**src/rtl/wb_io_arbiter.sv**
```systemverilog
// Round-robin Wishbone classic arbiter for the SoC IO bus; grant is held for a whole cyc burst.
// Define WB_ARB_TIMEOUT_EN to add a watchdog that ends stalled slave accesses with m_err_o.
module wb_io_arbiter #(
    parameter int NUM_M          = 2,
    parameter int TIMEOUT_CYCLES = 255
) (
    input  logic                 clock,
    input  logic                 reset,
    input  logic [NUM_M*32-1:0]  m_adr_i,
    input  logic [NUM_M*32-1:0]  m_dat_i,
    input  logic [NUM_M*4-1:0]   m_sel_i,
    input  logic [NUM_M-1:0]     m_we_i,
    input  logic [NUM_M-1:0]     m_cyc_i,
    input  logic [NUM_M-1:0]     m_stb_i,
    output logic [NUM_M-1:0]     m_ack_o,
    output logic [NUM_M-1:0]     m_err_o,
    output logic [31:0]          m_dat_o,
    output logic [31:0]          s_adr_o,
    output logic [31:0]          s_dat_o,
    output logic [3:0]           s_sel_o,
    output logic                 s_we_o,
    output logic                 s_cyc_o,
    output logic                 s_stb_o,
    input  logic                 s_ack_i,
    input  logic [31:0]          s_dat_i,
    output logic [NUM_M-1:0]     grant_o,
    output logic                 busy_o
);

    localparam int IW = (NUM_M > 1) ? $clog2(NUM_M) : 1;

`ifdef WB_ARB_TIMEOUT_EN
    typedef enum logic [1:0] {IDLE, BUSY, ERR} state_e;
    localparam int CW = $clog2(TIMEOUT_CYCLES + 1);
    localparam logic [CW-1:0] CNT_LIMIT = CW'(TIMEOUT_CYCLES - 1);
    logic [CW-1:0]    cnt_q;
    logic [NUM_M-1:0] err_q;
`else
    typedef enum logic [1:0] {IDLE, BUSY} state_e;
`endif

    state_e           state_q;
    logic [NUM_M-1:0] grant_q;
    logic [IW-1:0]    gidx_q;
    logic [IW-1:0]    rr_ptr_q;
    logic [IW-1:0]    pick_d;
    logic             found_d;
    int               cand;

    function automatic logic [IW-1:0] next_ptr(input logic [IW-1:0] g);
        if (int'(g) == NUM_M - 1) return '0;
        return g + 1'b1;
    endfunction

    // First requester at or after rr_ptr, wrapping modulo NUM_M.
    always_comb begin
        pick_d  = '0;
        found_d = 1'b0;
        cand    = 0;
        for (int i = 0; i < NUM_M; i++) begin
            cand = int'(rr_ptr_q) + i;
            if (cand >= NUM_M) cand = cand - NUM_M;
            if (!found_d && m_cyc_i[cand]) begin
                found_d = 1'b1;
                pick_d  = IW'(cand);
            end
        end
    end

    always_comb begin
        s_adr_o = '0;
        s_dat_o = '0;
        s_sel_o = '0;
        s_we_o  = 1'b0;
        s_cyc_o = 1'b0;
        s_stb_o = 1'b0;
        m_ack_o = '0;
        if (state_q == BUSY) begin
            for (int k = 0; k < NUM_M; k++) begin
                if (grant_q[k]) begin
                    s_adr_o    = m_adr_i[k*32 +: 32];
                    s_dat_o    = m_dat_i[k*32 +: 32];
                    s_sel_o    = m_sel_i[k*4 +: 4];
                    s_we_o     = m_we_i[k];
                    s_cyc_o    = m_cyc_i[k];
                    s_stb_o    = m_stb_i[k];
                    m_ack_o[k] = s_ack_i & m_stb_i[k];
                end
            end
        end
        // Read data is gated so masters never see stale bus data.
        m_dat_o = (|m_ack_o) ? s_dat_i : '0;
    end

    assign grant_o = grant_q;
    assign busy_o  = (state_q != IDLE);

`ifdef WB_ARB_TIMEOUT_EN
    assign m_err_o = err_q;
`else
    assign m_err_o = '0;
    logic unused_timeout;
    assign unused_timeout = (TIMEOUT_CYCLES != 0);
`endif

    always_ff @(posedge clock or negedge reset) begin
        if (!reset) begin
            state_q  <= IDLE;
            grant_q  <= '0;
            gidx_q   <= '0;
            rr_ptr_q <= '0;
`ifdef WB_ARB_TIMEOUT_EN
            cnt_q    <= '0;
            err_q    <= '0;
`endif
        end else begin
`ifdef WB_ARB_TIMEOUT_EN
            err_q <= '0;
`endif
            case (state_q)
                IDLE: begin
                    if (found_d) begin
                        state_q <= BUSY;
                        grant_q <= NUM_M'(1) << pick_d;
                        gidx_q  <= pick_d;
                    end
`ifdef WB_ARB_TIMEOUT_EN
                    cnt_q <= '0;
`endif
                end
                BUSY: begin
                    if (!m_cyc_i[gidx_q]) begin
                        state_q  <= IDLE;
                        grant_q  <= '0;
                        rr_ptr_q <= next_ptr(gidx_q);
`ifdef WB_ARB_TIMEOUT_EN
                        cnt_q    <= '0;
                    end else if (m_stb_i[gidx_q] && !s_ack_i) begin
                        // An ack arriving on the limit cycle takes this branch's else path.
                        if (cnt_q == CNT_LIMIT) begin
                            state_q <= ERR;
                            err_q   <= grant_q;
                            cnt_q   <= '0;
                        end else begin
                            cnt_q <= cnt_q + 1'b1;
                        end
                    end else begin
                        cnt_q <= '0;
`endif
                    end
                end
`ifdef WB_ARB_TIMEOUT_EN
                ERR: begin
                    if (!m_cyc_i[gidx_q]) begin
                        state_q  <= IDLE;
                        grant_q  <= '0;
                        rr_ptr_q <= next_ptr(gidx_q);
                    end
                end
`endif
                default: begin
                    state_q <= IDLE;
                    grant_q <= '0;
                end
            endcase
        end
    end

endmodule

```
**config.mk**
```make
export PLATFORM = sky130hd
export DESIGN_NAME = wb_io_arbiter
export DESIGN_NICKNAME = d
export VERILOG_FILES = /design/src/rtl/wb_io_arbiter.sv
export SDC_FILE = /design/constraint.sdc
export NUM_CORES = 1
export LEC_CHECK = 0
export ABC_AREA = 1
export CAP_MARGIN = 20
export CORE_AREA = 2 2 111 113
export DETAILED_ROUTE_END_ITERATION = 7
export DIE_AREA = 0 0 113 115
export PLACE_DENSITY = 0.56
export SETUP_SLACK_MARGIN = 0.05
export SLEW_MARGIN = 20
export SYNTH_ARGS = -nofsm -noshare
export SYNTH_HDL_FRONTEND = slang
export SYNTH_SLANG_ARGS = --single-unit
```
**constraint.sdc**
```tcl
create_clock -name clock -period 2 [get_ports clock]
set_clock_uncertainty 0.15 [all_clocks]
set_input_delay 0.2 -clock clock [delete_from_list [all_inputs] [get_ports clock]]
set_output_delay 0.2 -clock clock [all_outputs]
set_load 0.05 [all_outputs]
```
### Word level (Yosys, flattened, before mapping)

Cells that the tools add are included.

| storage, ports and cells | value |
|---|---|
| register bits | 6 |
| bits of input ports | 177 |
| word-level logic and storage cells | 74 |
| output and inout bits | 110 |

| cells by class | value |
|---|---|
| $lt $le $gt $ge | 5 |
| bitwise gates (word level) | 3 |
| equality and inequality tests | 3 |
| add/sub/neg operators | 4 |
| reductions and logical operators | 8 |
| muxes and demuxes | 46 |
| shift operators | 1 |

Operators with widths:

| kind | count |
|---|---|
| 32-bit two-way mux | 9 |
| 32-bit by 3-bit less-than comparator with 1-bit output, second input constant | 2 |
| 1-bit two-way mux | 28 |
| 4-bit two-way mux | 3 |
| 2-bit two-way mux | 4 |
| 2-bit one-hot mux with 2 select lines | 2 |
| 2-bit AND reduction | 3 |
| 2-bit inequality test, second input constant | 2 |
| 1-bit by 2-bit subtractor with 3-bit output, second input constant | 1 |
| 2-bit by 2-bit subtractor with 3-bit output, second input constant | 1 |
| 1-bit by 1-bit adder with 2-bit output, second input constant | 1 |
| 1-bit bitwise AND | 2 |
| 2-bit by 1-bit equality test with 1-bit output, second input constant | 1 |
| 1-bit by 2-bit greater-or-equal comparator with 1-bit output, second input constant | 1 |
| 2-bit greater-or-equal comparator, second input constant | 1 |
| 2-bit zero test | 1 |
| 1-bit by 2-bit less-than comparator with 1-bit output, second input constant | 1 |
| 2-bit nonzero test | 1 |
| 2-bit OR reduction | 1 |
| 1-bit by 1-bit left shift with 2-bit output, first input constant | 1 |
| 1-bit adder, second input constant | 1 |
| 1-bit logical AND | 1 |
| 1-bit zero test | 1 |
| 1-bit NOT | 1 |

### Logic depth before layout (Yosys ltp)

| depth | value |
|---|---|
| depth in word-level cells | 12 |
| depth in mapped cells | 5 |
| mapped depth without buffers | 5 |

### Least setup slack after synthesis

No wires, ideal clock.

| timing | value |
|---|---|
| path kind | register to output |
| from | register state_q[0] |
| to | output port m_dat_o[0] |
| path slack | -0.511 ns |
| stages on the path, launching flop included | 5 |
| buffers on the path | 0 |
| arrival time | 2.161 ns |
| data required time | 1.650 ns |
| cell sequence | dfrtp_1 -> nand2_1 -> nor2_2 -> nor2_4 -> nor2_1 |

| between the ends | value |
|---|---|
| cells in the longest elaborated chain, start to end | 4 |

RTL lines:

| element | line | source |
|---|---|---|
| start: declaration | 42 | `state_e state_q;` |
| start signal: assignment | 108 | `state_q <= IDLE;` |
| start signal: assignment | 123 | `state_q <= BUSY;` |
| start signal: assignment | 133 | `state_q <= IDLE;` |
| 2-bit by 1-bit equality test with 1-bit output | 78 | `if (state_q == BUSY) begin` |
| 2-bit two-way mux | 78 |  |
| net m_ack_o[0] | 15 | `output logic [NUM_M-1:0] m_ack_o,` |
| 2-bit OR reduction | 92 | `m_dat_o = (\|m_ack_o) ? s_dat_i : '0;` |
| 32-bit two-way mux | 92 |  |
| end: declaration | 17 | `output logic [31:0] m_dat_o,` |

The timed path passes the listed nets, and every way through them passes these cells.

### Final worst setup path

| timing | value |
|---|---|
| from | register grant_q[1] (netlist: grant_o[1]) |
| to | output port m_dat_o[0] |

| between the ends | value |
|---|---|
| cells in the longest elaborated chain, start to end | 4 |

RTL lines:

| element | line | source |
|---|---|---|
| start: declaration | 43 | `logic [NUM_M-1:0] grant_q;` |
| start signal: assignment | 124 | `grant_q <= NUM_M'(1) << pick_d;` |
| 1-bit two-way mux | 80 | `if (grant_q[k]) begin` |
| 2-bit two-way mux | 78 |  |
| 2-bit OR reduction | 92 |  |
| 32-bit two-way mux | 92 |  |

No other way between the ends.

==> summary.txt <==
Timing
  – Highest achievable clock rate: 0.524 GHz
  – Total Neg Setup Slack: 0 ps
  – Max_slew headroom: 0.661
  – Period Utilization, post-route: 0.955
  – Worst hold slack across all endpoints: around 47 ps
  – Final hold violation count: 0
  – Minimum clock period: 1910 ps
  – Fin. max-slew vios: 0
  – Worst slew pin tran: a little over 500 ps
  – Setup repair after global routing missed its margin: true
  – Setup violation total in the final timing report: 0
  – Post-layout worst setup margin: approximately 91 ps

Synthesis
  – Cell count after synthesis: 340
  – Combined area of all synthesized cells: between 0.0015 and 0.002 mm²
  – Number of synthesized register bits: 5
  – Largest cells by area after synthesis: nand2_1 (34%), a21oi_1 (21%), nor2_2 (12%)
  – Distinct cells, synth: 17
  – Post-Synthesis Mean Instance Area: ~5 µm²
  – Most area-hungry cell type in the Yosys netlist: nand2_1
  – Sequential area share after synthesis: 0.0756
  – Yosys synthesis warning count: 0
  – Fraction of synthesized cell area taken by the top area cell type: 0.345

Global route
  – Overall Global Routing Usage: 0.152
  – Met3 usage in global routing: 0.0406
  – GRT met1 Usage: 0.164
  – Number of global-route vias before repair: 3029
  – Fraction of met2 tracks used by global routing: 0.300
  – Leftover overflow at the end of global routing: 0
  – First-pass GRT wire length: 16.0 mm
  – Number of antenna violations at the first check in global routing: 0
  – Largest net degree at the start of global routing: between 60 and 70
  – GR peak layer: met2

Route
  – Total number of vias: 3125
  – Routed Wire Length: 10.8 mm
  – Number of routed nets with antenna violations: 0
  – Number of DRC markers after the initial detailed-route iteration: 111
  – Final routed wire length divided by cell count: 14.2 µm
  – DRT Pass-1 Iters: 6
  – Detail-routed via count per cell: 4.10
  – DRC Markers: 20

Floorplanning
  – DIE WIDTH: about 110 µm
  – Core Footprint: 0.0118 mm²
  – Total Die Area: between 0.01 and 0.015 mm²
  – Die Y-Extent: 115 µm
  – Initial core utilization: 0.140
  – Cell Rows: 40
  – Io pins: 287

Critical path
  – Arrival @ worst endpoint: between 1500 and 2000 ps
  – Worst Setup End Kind: primary output
  – Worst R2R Start: state_q[0]
  – R2r endpoint: gidx_q
  – Slowest stage cell, crit path: dfrtp_2
  – Delay contributed by the slowest stage of the critical path: 470 ps
  – Maximum fanout along the worst path: 14
  – Buffers & Inverters on Critical Path: 2
  – Slack of the worst reg-to-reg path: 680 ps
  – Worst-path cell chain: nand2_2 > nor2_4 > nor2_4 > buf_12 > nor2_2 > buf_12
  – Cell family with most CP delay: simple AND/OR/NAND/NOR gates
  – Worst Setup Path Type: register to primary output
  – Length in cells of the worst reg-to-reg path: 5
  – Required time reported for the critical path endpoint: 1650 ps
  – Critical path startpoint category: register

Min path
  – Hold Crit Class: primary input to asynchronous set/reset pin

Clock tree
  – Cell chosen for the clock root: clkbuf_16
  – Clock input transition at the sequential cells of the worst setup and hold paths: 30 ps
  – Number of buffers added to fix hold violations after cts: 0
  – Clock buffer depth: 2
  – Clock Sink Count: 5
  – Later-pin clock latency in the skew report: 230 ps
  – Clock tree from TritonCTS: built
  – Cts bufs inserted: 3
  – Total number of H-tree levels: 1

Placement
  – Final weighted congestion of routability-driven global placement: around 0.83
  – Total half-perimeter wirelength after legalization and detailed placement: 9.10 mm
  – Port bufs: around 280
  – Total instance count after detailed placement: approximately 760
  – Minimum setup slack after placement: between 40 and 50 ps

Finish
  – Number of filler cells placed in the layout: 1092
  – Diodes inserted: 0
  – Growth of design area from synthesis to finish: 270%
  – Fraction of layout cells with a size suffix above 1: 0.385
  – Final cell count without fillers: 763
  – Highest-count cells in the layout ignoring fill and taps: clkdlybuf4s50_1 (177), nand2_1 (150), buf_12 (96)
  – Most frequent standard cell in the layout excluding fill and tap cells: clkdlybuf4s50_1
  – Final Net Count: 794

Power
  – P_int: roughly 3900 µW
  – Sequential cell fraction of total power: 0.026
  – Max rail drop VDD: 568 µV
  – Switching power share of the total: 0.552
  – Leakage Power: about 0.0024 µW
  – Comb pwr share: 0.937
  – Power Density: 1440 mW/mm²
  – Design Power: 8800 µW
  – Switching power of the nets: 4860 µW
  – Fraction of power consumed by the clock network: 0.037

Job
  – Max-cap check violation count: 0

Run status
  – Violated checks: design-rule violations
  – Status: finished, violations left
## timing repair
action,in CTS,in global routing
setup buffers,1,0
gates resized for setup,0,1
cloned,0,2
pin swaps,1,0
endpoints found under the setup margin,29,34
## how the worst max path moves through the flow
| stage | from | end | slack (ps) | cells after the start |
|---|---|---|---|---|
| global placement | s_ack_i | m_dat_o[19] | 70 | 7 |
| global route | grant_o[1] | m_dat_o[0] | 30 | 6 |
| finish | grant_o[1] | m_dat_o[0] | 90 | 6 |
| CTS | grant_o[1] | m_dat_o[0] | 80 | 6 |
| detailed placement | s_ack_i | m_dat_o[11] | 50 | 7 |
| floorplan | state_q[0] | m_dat_o[10] | 50 | 5 |
## state kept, by name, summed over array words and instances, names as in the netlist
name	flops
gidx_q	1
state_q	1
rr_ptr_q	1
grant_o	2
## worst reg2reg max path: stages, from the launching register on
cell,delay [ps]
dfrtp_2,420
buf_4,170
inv_4,90
o21ai_0,180
inv_1,120
o21ai_0,80
## layer usage
layer	vias to the layer above	wire, µm	part of all wire
met2	180	5730	0.53
met5	-	0	0
met3	8	1170	0.11
met1	1352	3790	0.35
met4	0	114	0.011
li1	1585	-	-
## synth_stat cells (all sizes together)
| library cell | number |
|---|---|
| o21a | 1 |
| o21ai | 4 |
| dfrtp | 5 |
| buf | 20 |
| conb | 1 |
| nand2 | 152 |
| nand3 | 3 |
| inv | 38 |
| a21oi | 70 |
| nor2 | 39 |
| clkbuf | 7 |
## layout make-up
type,count,area [µm²],area share
Timing Repair Buffer,298,3920,0.640
Sequential cell,5,129,0.0211
Multi-Input combinational cell,271,1670,0.272
Tap cell,147,184,0.0301
Inverter,38,145,0.0237
Clock buffer,4,78.8,0.0129
## power by group through the flow
stage / Clock, µW / Sequential (µW) / Combinational, µW
2_1_floorplan: 0 / 307 / 4320
3_3_place_gp: 0 / 225 / 8160
3_5_place_dp: 0 / 225 / 8210
4_1_cts: 333 / 226 / 8230
5_1_grt: 343 / 234 / 8610
6_report: 327 / 228 / 8250
## metrics by stage
stage / utilization / instance area (µm²)
finish: 0.518 / 6120
global route: 0.518 / 6120
CTS: 0.514 / 6070
detailed placement: 0.506 / 5980
global placement: 0.506 / 5980
floorplan: - / 2110
## cells by family (layout without fill, tap and decap cells)
kind of cell | count (synthesis) | after routing | share of synthesized area
compound gates | 75 | 75 | 0.228
other cells | 1 | 2 | 0.00227
buf+inv | 65 | 340 | 0.189
simple gates | 194 | 194 | 0.505
flops | 5 | 5 | 0.0756
No activity file was read; power rests on OpenSTA's default activity.
